**src/rtl/counter_ctrl.sv**
```systemverilog
// counter_ctrl: sequencing controller for the 8-bit loadable up-counter.
// Preloads the counter on a start command, then issues prescaled enable
// strobes until the counter reaches the programmed end value, reporting
// busy/done to the host. All outputs are registered.
module counter_ctrl #(
  parameter int PRESCALE_W = 8
) (
  input  logic                  clk,
  input  logic                  rst_n,
  input  logic                  start,
  input  logic [7:0]            start_val,
  input  logic [7:0]            end_val,
  input  logic [PRESCALE_W-1:0] prescale,
  input  logic                  pause,
  input  logic                  abort,
  input  logic [7:0]            count,
  output logic                  load,
  output logic [7:0]            load_val,
  output logic                  enable,
  output logic                  busy,
  output logic                  done
);

  localparam logic [1:0] S_IDLE = 2'd0;
  localparam logic [1:0] S_LOAD = 2'd1;
  localparam logic [1:0] S_RUN  = 2'd2;
  localparam logic [1:0] S_DONE = 2'd3;

  logic [1:0]            state;
  logic [PRESCALE_W-1:0] psc_cnt;
  logic [7:0]            start_r;
  logic [7:0]            end_r;
  logic [PRESCALE_W-1:0] prescale_r;

  logic accept;
  logic tick;
  logic term;
  logic empty_run;

  // Decode of the per-cycle events shared by the register blocks below.
  always_comb begin
    accept    = 1'b0;
    tick      = 1'b0;
    term      = 1'b0;
    empty_run = 1'b0;
    accept    = (state == S_IDLE) && start && !abort;
    tick      = (psc_cnt == prescale_r);
    // The strobe in flight advances the counter on this edge; if it brings
    // the counter onto end_r we must stop here so it never goes past.
    term      = (state == S_RUN) && enable && (count == (end_r - 8'd1));
    empty_run = (start_r == end_r);
  end

  // Capture of the command operands; only a start accepted in IDLE updates them.
  always_ff @(posedge clk or negedge rst_n) begin
    if (!rst_n) begin
      start_r    <= '0;
      end_r      <= '0;
      prescale_r <= '0;
    end else if (accept) begin
      start_r    <= start_val;
      end_r      <= end_val;
      prescale_r <= prescale;
    end
  end

  // Prescale counter: cleared on leaving LOAD, frozen by pause, wraps on tick.
  always_ff @(posedge clk or negedge rst_n) begin
    if (!rst_n) begin
      psc_cnt <= '0;
    end else if (!abort) begin
      if (state == S_LOAD) begin
        psc_cnt <= '0;
      end else if (state == S_RUN && !pause) begin
        if (tick) begin
          psc_cnt <= '0;
        end else begin
          psc_cnt <= psc_cnt + 1'b1;
        end
      end
    end
  end

  // Main FSM and registered outputs; abort overrides every state but keeps load_val.
  always_ff @(posedge clk or negedge rst_n) begin
    if (!rst_n) begin
      state    <= S_IDLE;
      load     <= 1'b0;
      load_val <= '0;
      enable   <= 1'b0;
      busy     <= 1'b0;
      done     <= 1'b0;
    end else if (abort) begin
      state  <= S_IDLE;
      load   <= 1'b0;
      enable <= 1'b0;
      busy   <= 1'b0;
      done   <= 1'b0;
    end else begin
      case (state)
        S_IDLE: begin
          done <= 1'b0;
          if (start) begin
            state    <= S_LOAD;
            load     <= 1'b1;
            load_val <= start_val;
            busy     <= 1'b1;
          end
        end
        S_LOAD: begin
          load <= 1'b0;
          if (empty_run) begin
            state <= S_DONE;
            busy  <= 1'b0;
            done  <= 1'b1;
          end else begin
            state <= S_RUN;
          end
        end
        S_RUN: begin
          if (term) begin
            state  <= S_DONE;
            enable <= 1'b0;
            busy   <= 1'b0;
            done   <= 1'b1;
          end else if (pause) begin
            enable <= 1'b0;
          end else begin
            enable <= tick;
          end
        end
        S_DONE: begin
          state <= S_IDLE;
          done  <= 1'b0;
        end
        default: begin
          state  <= S_IDLE;
          load   <= 1'b0;
          enable <= 1'b0;
          busy   <= 1'b0;
          done   <= 1'b0;
        end
      endcase
    end
  end

endmodule

```
**config.mk**
```make
export PLATFORM = sky130hd
export DESIGN_NAME = counter_ctrl
export DESIGN_NICKNAME = d
export VERILOG_FILES = /design/src/rtl/counter_ctrl.sv
export SDC_FILE = /design/constraint.sdc
export NUM_CORES = 1
export LEC_CHECK = 0
export ABC_CLOCK_PERIOD_IN_PS = 2400
export CAP_MARGIN = 20
export CORE_MARGIN = 5
export CORE_UTILIZATION = 46
export CTS_CLUSTER_DIAMETER = 30
export DETAILED_ROUTE_END_ITERATION = 16
export PLACE_DENSITY = 0.81
export SYNTH_ARGS = -nofsm -noshare
export SYNTH_HDL_FRONTEND = slang
export SYNTH_SLANG_ARGS = --single-unit
```
**constraint.sdc**
```tcl
create_clock -name clk -period 2.4 [get_ports clk]
set_clock_uncertainty 0.05 [all_clocks]
set_input_delay 0.72 -clock clk [delete_from_list [all_inputs] [get_ports clk]]
set_output_delay 0.72 -clock clk [all_outputs]
set_load 0.05 [all_outputs]
```
==> impl_metrics.toml, run 1 <==
[grt]
grt_pass1_vias = 2095
grt_pass1_wl_um = 9618
antenna_found_initial = 0
grt_overflow = 0
grtUsageTotal_pct = 18.82
grt_max_degree = 31

[worst_setup_path]
startpoint_type = "register"
regToRegStartpoint = "end_r[1]"
end_kind = "register"
arrival_ns = 2.71
reg2reg_slack_ns = -0.13
critPathMaxFanout = 6
criticalPathCategory = "register to register"
worstPathRequired_ns = 2.58
crit_path_start = "end_r[1]"

[synthesis]
syn_area_um2 = 2376
syn-num-nets = 307
avgSynthCellArea_um2 = 9.000
synth_edf_count = 0
ys_seq_elements = 46
yosysTopAreaCell = "dfrtp_1"
synth_warnings = 0
synth.top_cell.area_share_pct = 48.45
synthTopCellsByArea = "dfrtp_1 48%, nand2_1 15%, xnor2_1 5.5%"
seq_area_frac_synth_pct = 48.45
synth_most_common_cell = "nand2_1"
synth_common_cells = "95 x nand2_1, 46 x dfrtp_1, 15 x xnor2_1, 11 x xor2_1, 9 x a21oi_1"
ys.flop_type = "dfrtp_1"
ys_types = 37
postSynthCellCount = 264
async_flop_share_pct = 100.0

[floorplan]
dieArea_um2 = 6703
fp.dieW_um = 81.87
coreArea_um2 = 5075
ioPinCount = 49
start_util_pct = 46.82
die_h_um = 81.87
rows = 26

[final_layout]
finalInstanceArea_um2 = 3206
multi_input_area_um2 = 1209
fin_nets = 370
diodes = 0
area_delta_synth_final_pct = 34.91
fillers = 440
drive_gt1_share_pct = 10.67
register_area_um2 = 1151

[clocking]
cts_hold_buffers = 0
cts_tree = "done"
clockBufferDepth = 2
clkTransAtPathRegs_ns = 0.09
cts_root_buffer = "clkbuf_8"
insertion_delay_ns = 0.30
cts.sinks = 46
post_cts_buffers = 0
numCtsBuffers = 5
htreeDepth = 2

[power_and_ir_drop]
leakage_nw = 1.504
vdd_drop_max_uv = 676.0
power_density_nw_per_um2 = 1201

[sta]
worst_slack_ns = -0.1266
final.min_clock_period_ns = 2.527
tightest_slew_ns = 0.5539
fin_hold_ws_ns = 0.3445
finalCritPeriodShare_pct = 105.3
slew_viol_final = 0
slew_headroom_pct = 63.07
fmax_ghz = 0.3958
rsz0062_at_grt = "true"
finalSetupViolations = 3
hold_viol_final = 0

[drt]
wire_per_inst_um = 13.82
viasPerCell = 5.113
drt_iter0_drc = 92
wl_um = 5500
vias = 2035
drc = 0
ant_nets = 0
drtPass1Iterations = 4

[flow_run]
max-cap-violations = 0

[placement]
place.gp.congestion = 0.8286
place_area_um2 = 3075
dp_hpwl_um = 4116
port-buffer-count = 48

[min_path]
hold_class = "primary input to asynchronous set/reset pin"

[status]
violations = "negative setup slack"
status = "finished with violations"
## cell type report
type                            count  area share (%)
Multi-Input combinational cell    203           37.70
Clock buffer                        5           2.147
Clock inverter                      3           1.366
Timing Repair Buffer               64           19.32
Tap cell                           70           2.732
Inverter                            7          0.8197
Sequential cell                    46           35.91
## cells in the final DEF, fill, tap and decap left out, types with 2 or more instances in the layout
cell	Yosys	layout
buf_4	0	14
nand2_1	95	95
a2111oi_2	0	2
nand3_1	5	5
a21oi_1	9	9
inv_1	7	7
nand4_1	2	2
clkdlybuf4s50_1	0	46
a21o_1	3	3
nor3_1	3	3
xnor2_1	15	14
nor4_1	5	5
buf_12	0	2
o21ai_0	3	3
o21ai_1	6	6
dfrtp_1	46	46
ha_1	6	6
xor2_1	11	11
clkbuf_8	0	5
nand2b_1	5	5
nor2_1	8	8
mux2i_1	3	3
a31oi_1	2	2
and3_1	4	4
## stage by stage
step                std cells  power, mW  utilization, %  worst slack (ns)  TNS [ns]
CTS                       398      3.861           63.04           -0.1278   -0.2969
finish                    398      3.850           63.17           -0.1266   -0.2840
global placement          390      3.176           60.60           -0.4450    -1.771
global route              398      4.123           63.17           -0.2527   -0.6994
detailed placement        390      3.248           60.60           -0.5328    -2.058
floorplan                 264      2.585               -          -0.04307  -0.06412
## kinds of logic (layout without fill, tap and decap cells)
group	after synthesis	count (layout)	share of synthesized area, %
XOR/XNOR	26	26	9.584
AND/OR/NAND/NOR	135	135	24.85
adder cells (fa/ha/maj)	6	6	3.159
buffers and inverters	15	79	2.370
flip-flops	46	46	48.45
AO/OA/AOI/OAI	32	32	9.848
multiplexers	4	4	1.738
## what timing repair did
item	CTS	global route
resized for setup	3	1
setup endpoints to repair	4	4
pin swaps	1	0
## critical path, cell delays in order, from the launching register on
cell	delay (ns)
dfrtp_1	0.39
or4_4	0.54
or3_4	0.35
a2111oi_4	0.35
o311ai_4	0.21
a2111o_1	0.45
a31oi_1	0.13
## power by group
group          switching (mW)  leakage [nW]  total [mW]  internal (mW)
clock network           0.269        0.0585       0.581          0.312
logic                    1.09         0.862        1.91          0.824
registers               0.267         0.583        1.36           1.09
total                    1.62          1.50        3.85           2.23
## final timing paths
check / to / depth (start not counted)
worst max-delay path: busy / 6
min in group clk: load_val[5] / 2
worst min register to register: load_val[5] / 2
worst max register to register: busy / 6
max in group asynchronous: psc_cnt[4] / 2
worst min-delay path: load_val[3] / 1
## sequential cells by signal, indices dropped and copies added, names as in the netlist
| register | count |
|---|---|
| busy | 1 |
| state | 2 |
| load_val | 8 |
| psc_cnt | 8 |
| load | 1 |
| done | 1 |
| end_r | 8 |
| enable | 1 |
| prescale_r | 8 |
| start_r | 8 |
## metal layers
layer / vias up / share of wire (%) / global-route usage, % / wire, um
li1: 1000 / - / - / -
met1: 979 / 44 / 23.09 / 2433
met2: 47 / 49 / 31.83 / 2707
met3: 9 / 4.3 / 4.057 / 237
met4: 0 / 2.2 / 7.973 / 122
met5: - / 0 / 0 / 0
(Power assumes the default switching activity.)
==> inputs of run 2 (changes only) <==
--- a/config.mk
+++ b/config.mk
@@ -8,10 +8,11 @@
 export ABC_CLOCK_PERIOD_IN_PS = 2400
 export CAP_MARGIN = 20
 export CORE_MARGIN = 5
-export CORE_UTILIZATION = 46
+export CORE_UTILIZATION = 48
+export CTS_BUF_LIST = sky130_fd_sc_hd__clkbuf_8
 export CTS_CLUSTER_DIAMETER = 30
 export DETAILED_ROUTE_END_ITERATION = 16
-export PLACE_DENSITY = 0.81
+export PLACE_DENSITY = 0.84
 export SYNTH_ARGS = -nofsm -noshare
 export SYNTH_HDL_FRONTEND = slang
 export SYNTH_SLANG_ARGS = --single-unit
==> impl_metrics.toml, run 2 (same netlist as run 1, synthesis figures left out) <==
[status]
status = "finished with violations"
violations = "negative setup slack"

[worst_setup_path]
cp_common_cell = "a2111oi_4"
critPathMaxFanout = 5
end_kind = "register"
critPathSlowestCell = "or4_4"
startpoint_type = "register"
criticalPathCategory = "register to register"
path_cells = "or4_4 -> or3_4 -> a2111oi_4 -> o311ai_4 -> a21o_1 -> a2111oi_4"
worstPathRequired_ns = 2.54
slowest_delay_ns = 0.54
arrival_ns = 2.72

[placement]
place.gp.congestion = 0.8941
dp_hpwl_um = 4186
pre_cts_ws_ns = -0.4762
place_area_um2 = 3047
port-buffer-count = 48

[grt]
antenna_found_initial = 0
grt_max_degree = 31
grtUsageTotal_pct = 19.07
grt_pass1_vias = 2117
grt_pass1_wl_um = 9618
grt_overflow = 0

[power_and_ir_drop]
power_frac_seq_pct = 35.8
power_frac_comb_pct = 51.5
power_density_nw_per_um2 = 1185
p_sw_mw = 1.675
vdd_drop_max_uv = 734.6
leakage_nw = 1.499
clkPwrFrac_pct = 12.7
internal_power_mw = 2.154
swShare_pct = 43.74
total_power_mw = 3.828

[clocking]
cts_tree = "done"
cts_root_buffer = "clkbuf_8"
insertion_delay_ns = 0.30
clkTransAtPathRegs_ns = 0.10
htreeDepth = 2
clockBufferDepth = 2
numCtsBuffers = 5
cts.sinks = 46

[floorplan]
ioPinCount = 49
die_h_um = 80.36
start_util_pct = 49.97
dieArea_um2 = 6457
rows = 25
coreArea_um2 = 4755
fp.dieW_um = 80.36

[sta]
final.setup.tns_ns = -0.5483
final.min_clock_period_ns = 2.576
finalCritPeriodShare_pct = 107.3
fmax_ghz = 0.3882
slew_headroom_pct = 62.84
hold_viol_final = 0
tightest_slew_ns = 0.5573
worst_slack_ns = -0.1760
finalSetupViolations = 4
rsz0062_at_grt = "true"
slew_viol_final = 0

[drt]
vias = 2047
viasPerCell = 5.130
highest_layer = "met4"
drtPass1Iterations = 4
wl_um = 5719
wl_met3_um = 185
ant_nets = 0
drc = 0
drt_iter0_drc = 76
wl_met1_um = 2421
wire_per_inst_um = 14.33
dr_wl_met2_um = 3039

[flow_run]
max-cap-violations = 0

[final_layout]
mostFrequentLayoutCell = "nand2_1"
drive_gt1_share_pct = 12.95
area_delta_synth_final_pct = 36.02
diodes = 0
utilization_pct = 67.97
finalInstanceArea_um2 = 3232
mostFrequentLayoutCells = "95 x nand2_1, 46 x dfrtp_1, 46 x clkdlybuf4s50_1"
fin_nets = 374

[min_path]
hold_class = "primary input to asynchronous set/reset pin"
run 2: changes by cell type in the layout (fill, tap and decap cells not counted), sizes merged:
cell      previous run  this run
bufinv               1         0
buf                 17        21
clkinvlp             0         1
run 2: final cells by class:
type	instances	area [um^2]
timing repair buffer	68	628.1
fill	367	1523
sequential	46	1151
clock inverter	3	25.02
inverter	7	26.28
multi-input combinational	203	1249
tap	67	83.83
clock buffer	5	68.82
run 2: worst max-delay path: cells and delay by family (launching register included):
kind,cells,cell delay (ns)
AO/OA/AOI/OAI,4,1.15
flip-flops,1,0.39
AND/OR/NAND/NOR,2,0.89
run 2: per-stage QoR:
step / hold WS [ns] / instances
2_1_floorplan: 0.3744 / 264
3_3_place_gp: 0.4103 / 387
3_5_place_dp: 0.4159 / 387
4_1_cts: 0.2385 / 396
5_1_grt: 0.2394 / 399
6_report: 0.2387 / 399
run 2: timing repair:
action | CTS | global route
setup buffers | 2 | 3
setup endpoints to repair | 5 | 5
gates cloned | 0 | 0
hold buffers | 0 | 0
resized for setup | 4 | 8
pin swaps | 4 | 7
run 2: final timing paths:
path / startpoint / cells past startpoint / end / slack [ns]
min in group clk: load_val[1] / 2 / load_val[1] / 0.44
max: end_r[1] / 6 / state[0] / -0.18
max reg2reg: end_r[1] / 6 / state[0] / -0.18
min: rst_n / 1 / load_val[2] / 0.24
min reg2reg: load_val[1] / 2 / load_val[1] / 0.44
max in group asynchronous: rst_n / 2 / enable / 1.51
run 2: power groups by stage:
stage,combinational [mW],clock (mW),sequential (mW)
global route,2.17,0.529,1.41
detailed placement,1.84,0,1.38
CTS,1.87,0.500,1.37
finish,1.97,0.485,1.37
global placement,1.78,0,1.36
floorplan,0.945,0,1.64
run 2: metal layers:
metal	up-vias	GRT usage, %
li1	1009	-
met1	983	23.52
met2	51	33.44
met3	4	3.027
met4	0	6.926
met5	-	0
==> inputs of run 3 (changes only) <==
--- a/config.mk
+++ b/config.mk
@@ -7,7 +7,6 @@
 export LEC_CHECK = 0
 export ABC_CLOCK_PERIOD_IN_PS = 2400
 export CAP_MARGIN = 20
-export CORE_MARGIN = 5
 export CORE_UTILIZATION = 48
 export CTS_BUF_LIST = sky130_fd_sc_hd__clkbuf_8
 export CTS_CLUSTER_DIAMETER = 30
==> impl_metrics.toml, run 3 (same netlist as run 1, synthesis figures left out) <==
[status]
status = "finished with violations"
violations = "negative setup slack"

[sta]
slew_headroom_pct = 61.42
finalCritPeriodShare_pct = 104.3
rsz0062_at_grt = "true"
fin_hold_ws_ns = 0.3568
slew_viol_final = 0
tightest_slew_ns = 0.5787
hold_viol_final = 0
finalSetupViolations = 4
fmax_ghz = 0.3997
worst_slack_ns = -0.1021
final.min_clock_period_ns = 2.502

[clocking]
clkTransAtPathRegs_ns = 0.08
cts.sinks = 46
numCtsBuffers = 5
cts_hold_buffers = 0
htreeDepth = 2
cts_tree = "done"
insertion_delay_ns = 0.29
cts_root_buffer = "clkbuf_8"
clockBufferDepth = 2

[placement]
place.gp.congestion = 0.8220
dp_hpwl_um = 4053
port-buffer-count = 48

[final_layout]
mostFrequentLayoutCell = "nand2_1"
fin_nets = 371
mostFrequentLayoutCells = "95 x nand2_1, 46 x dfrtp_1, 46 x clkdlybuf4s50_1"
drive_gt1_share_pct = 10.98
diodes = 0
area_delta_synth_final_pct = 34.65

[flow_run]
max-cap-violations = 0

[worst_setup_path]
r2r-end = "state[0]"
path_cells = "or4_4 -> or3_4 -> a2111oi_4 -> o311ai_4 -> a21o_1 -> a2111oi_2"
criticalPathCategory = "register to register"
reg2regPathDepth = 6
arrival_ns = 2.63
critPathMaxFanout = 5
cpLargestDelayFamily = "compound AO/OA/AOI/OAI gates"
critPathSlowestCell = "or4_4"
crit_end = "state[0]"
crit_path_start = "end_r[1]"
worstPathRequired_ns = 2.53
reg2reg_slack_ns = -0.10
slowest_delay_ns = 0.53
regToRegStartpoint = "end_r[1]"
path_buf_inv = 0
end_kind = "register"
startpoint_type = "register"
path_depth = 6

[grt]
grt_pass1_vias = 1997
grt_pass1_wl_um = 9114
met1_usage_pct = 29.16
met3_usage_pct = 4.028
grt.busiest_layer = "met2"
grtUsageTotal_pct = 22.49
grt_overflow = 0
met2_usage_pct = 37.49
grt_max_degree = 31
antenna_found_initial = 0

[floorplan]
start_util_pct = 49.97
coreArea_um2 = 4755
dieArea_um2 = 5235
fp.dieW_um = 72.36
ioPinCount = 49
rows = 25
die_h_um = 72.36

[power_and_ir_drop]
vdd_drop_max_uv = 640.1
total_power_mw = 3.811
power_density_nw_per_um2 = 1191
leakage_nw = 1.499

[min_path]
hold_class = "primary input to asynchronous set/reset pin"

[drt]
drtPass1Iterations = 5
wire_per_inst_um = 13.78
vias = 2027
drt_iter0_drc = 48
drc = 0
viasPerCell = 5.132
wl_um = 5445
ant_nets = 0
-- run 3: repair_timing --
item,in CTS,in global routing
endpoints found under the setup margin,4,5
setup buffers,2,0
pin swaps,4,4
resized for setup,4,2
-- run 3: worst reg2reg max path, cell delays in order (launching register included) --
cell and delay [ns]:
dfrtp_1 0.38, or4_4 0.53, or3_4 0.35, a2111oi_4 0.34, o311ai_4 0.19, a21o_1 0.23
a2111oi_2 0.31
-- run 3: how the worst min path moves through the flow --
stage / from / endpoint / cells past startpoint
floorplan: rst_n / busy / 0
global route: rst_n / load_val[7] / 1
global placement: load_val[7] / load_val[7] / 2
finish: rst_n / load_val[7] / 1
detailed placement: load_val[6] / load_val[6] / 2
CTS: rst_n / load_val[7] / 1
-- run 3: where the power goes --
part	switching [mW]	internal (mW)	leakage, nW
registers	0.272	1.09	0.583
clock network	0.245	0.333	0.0573
logic	1.07	0.803	0.858
total	1.58	2.23	1.50
-- run 3: routing by layer --
layer  up-vias  wire length [um]
met5         -                 0
met4         0               114
met3        11               212
met2        53              2661
met1       960              2458
li1       1003                 -
-- run 3: cell type report --
type	count	area (um^2)
Tap cell	67	83.83
Sequential cell	46	1151
Multi-Input combinational cell	203	1207
Clock inverter	1	30.03
Clock buffer	6	82.58
Inverter	7	26.28
Fill cell	382	1555
Timing Repair Buffer	65	618.1
-- run 3: per-stage QoR --
| step | utilization (%) | area (um^2) | std cells | setup WS [ns] | TNS (ns) |
|---|---|---|---|---|---|
| 2_1_floorplan | - | 2397 | 264 | -0.04307 | -0.06412 |
| 3_3_place_gp | 64.34 | 3059 | 387 | -0.4438 | -1.883 |
| 3_5_place_dp | 64.34 | 3059 | 387 | -0.5110 | -2.136 |
| 4_1_cts | 67.26 | 3198 | 396 | -0.1261 | -0.3025 |
| 5_1_grt | 67.29 | 3199 | 395 | -0.1971 | -0.5677 |
| 6_report | 67.29 | 3199 | 395 | -0.1021 | -0.2805 |
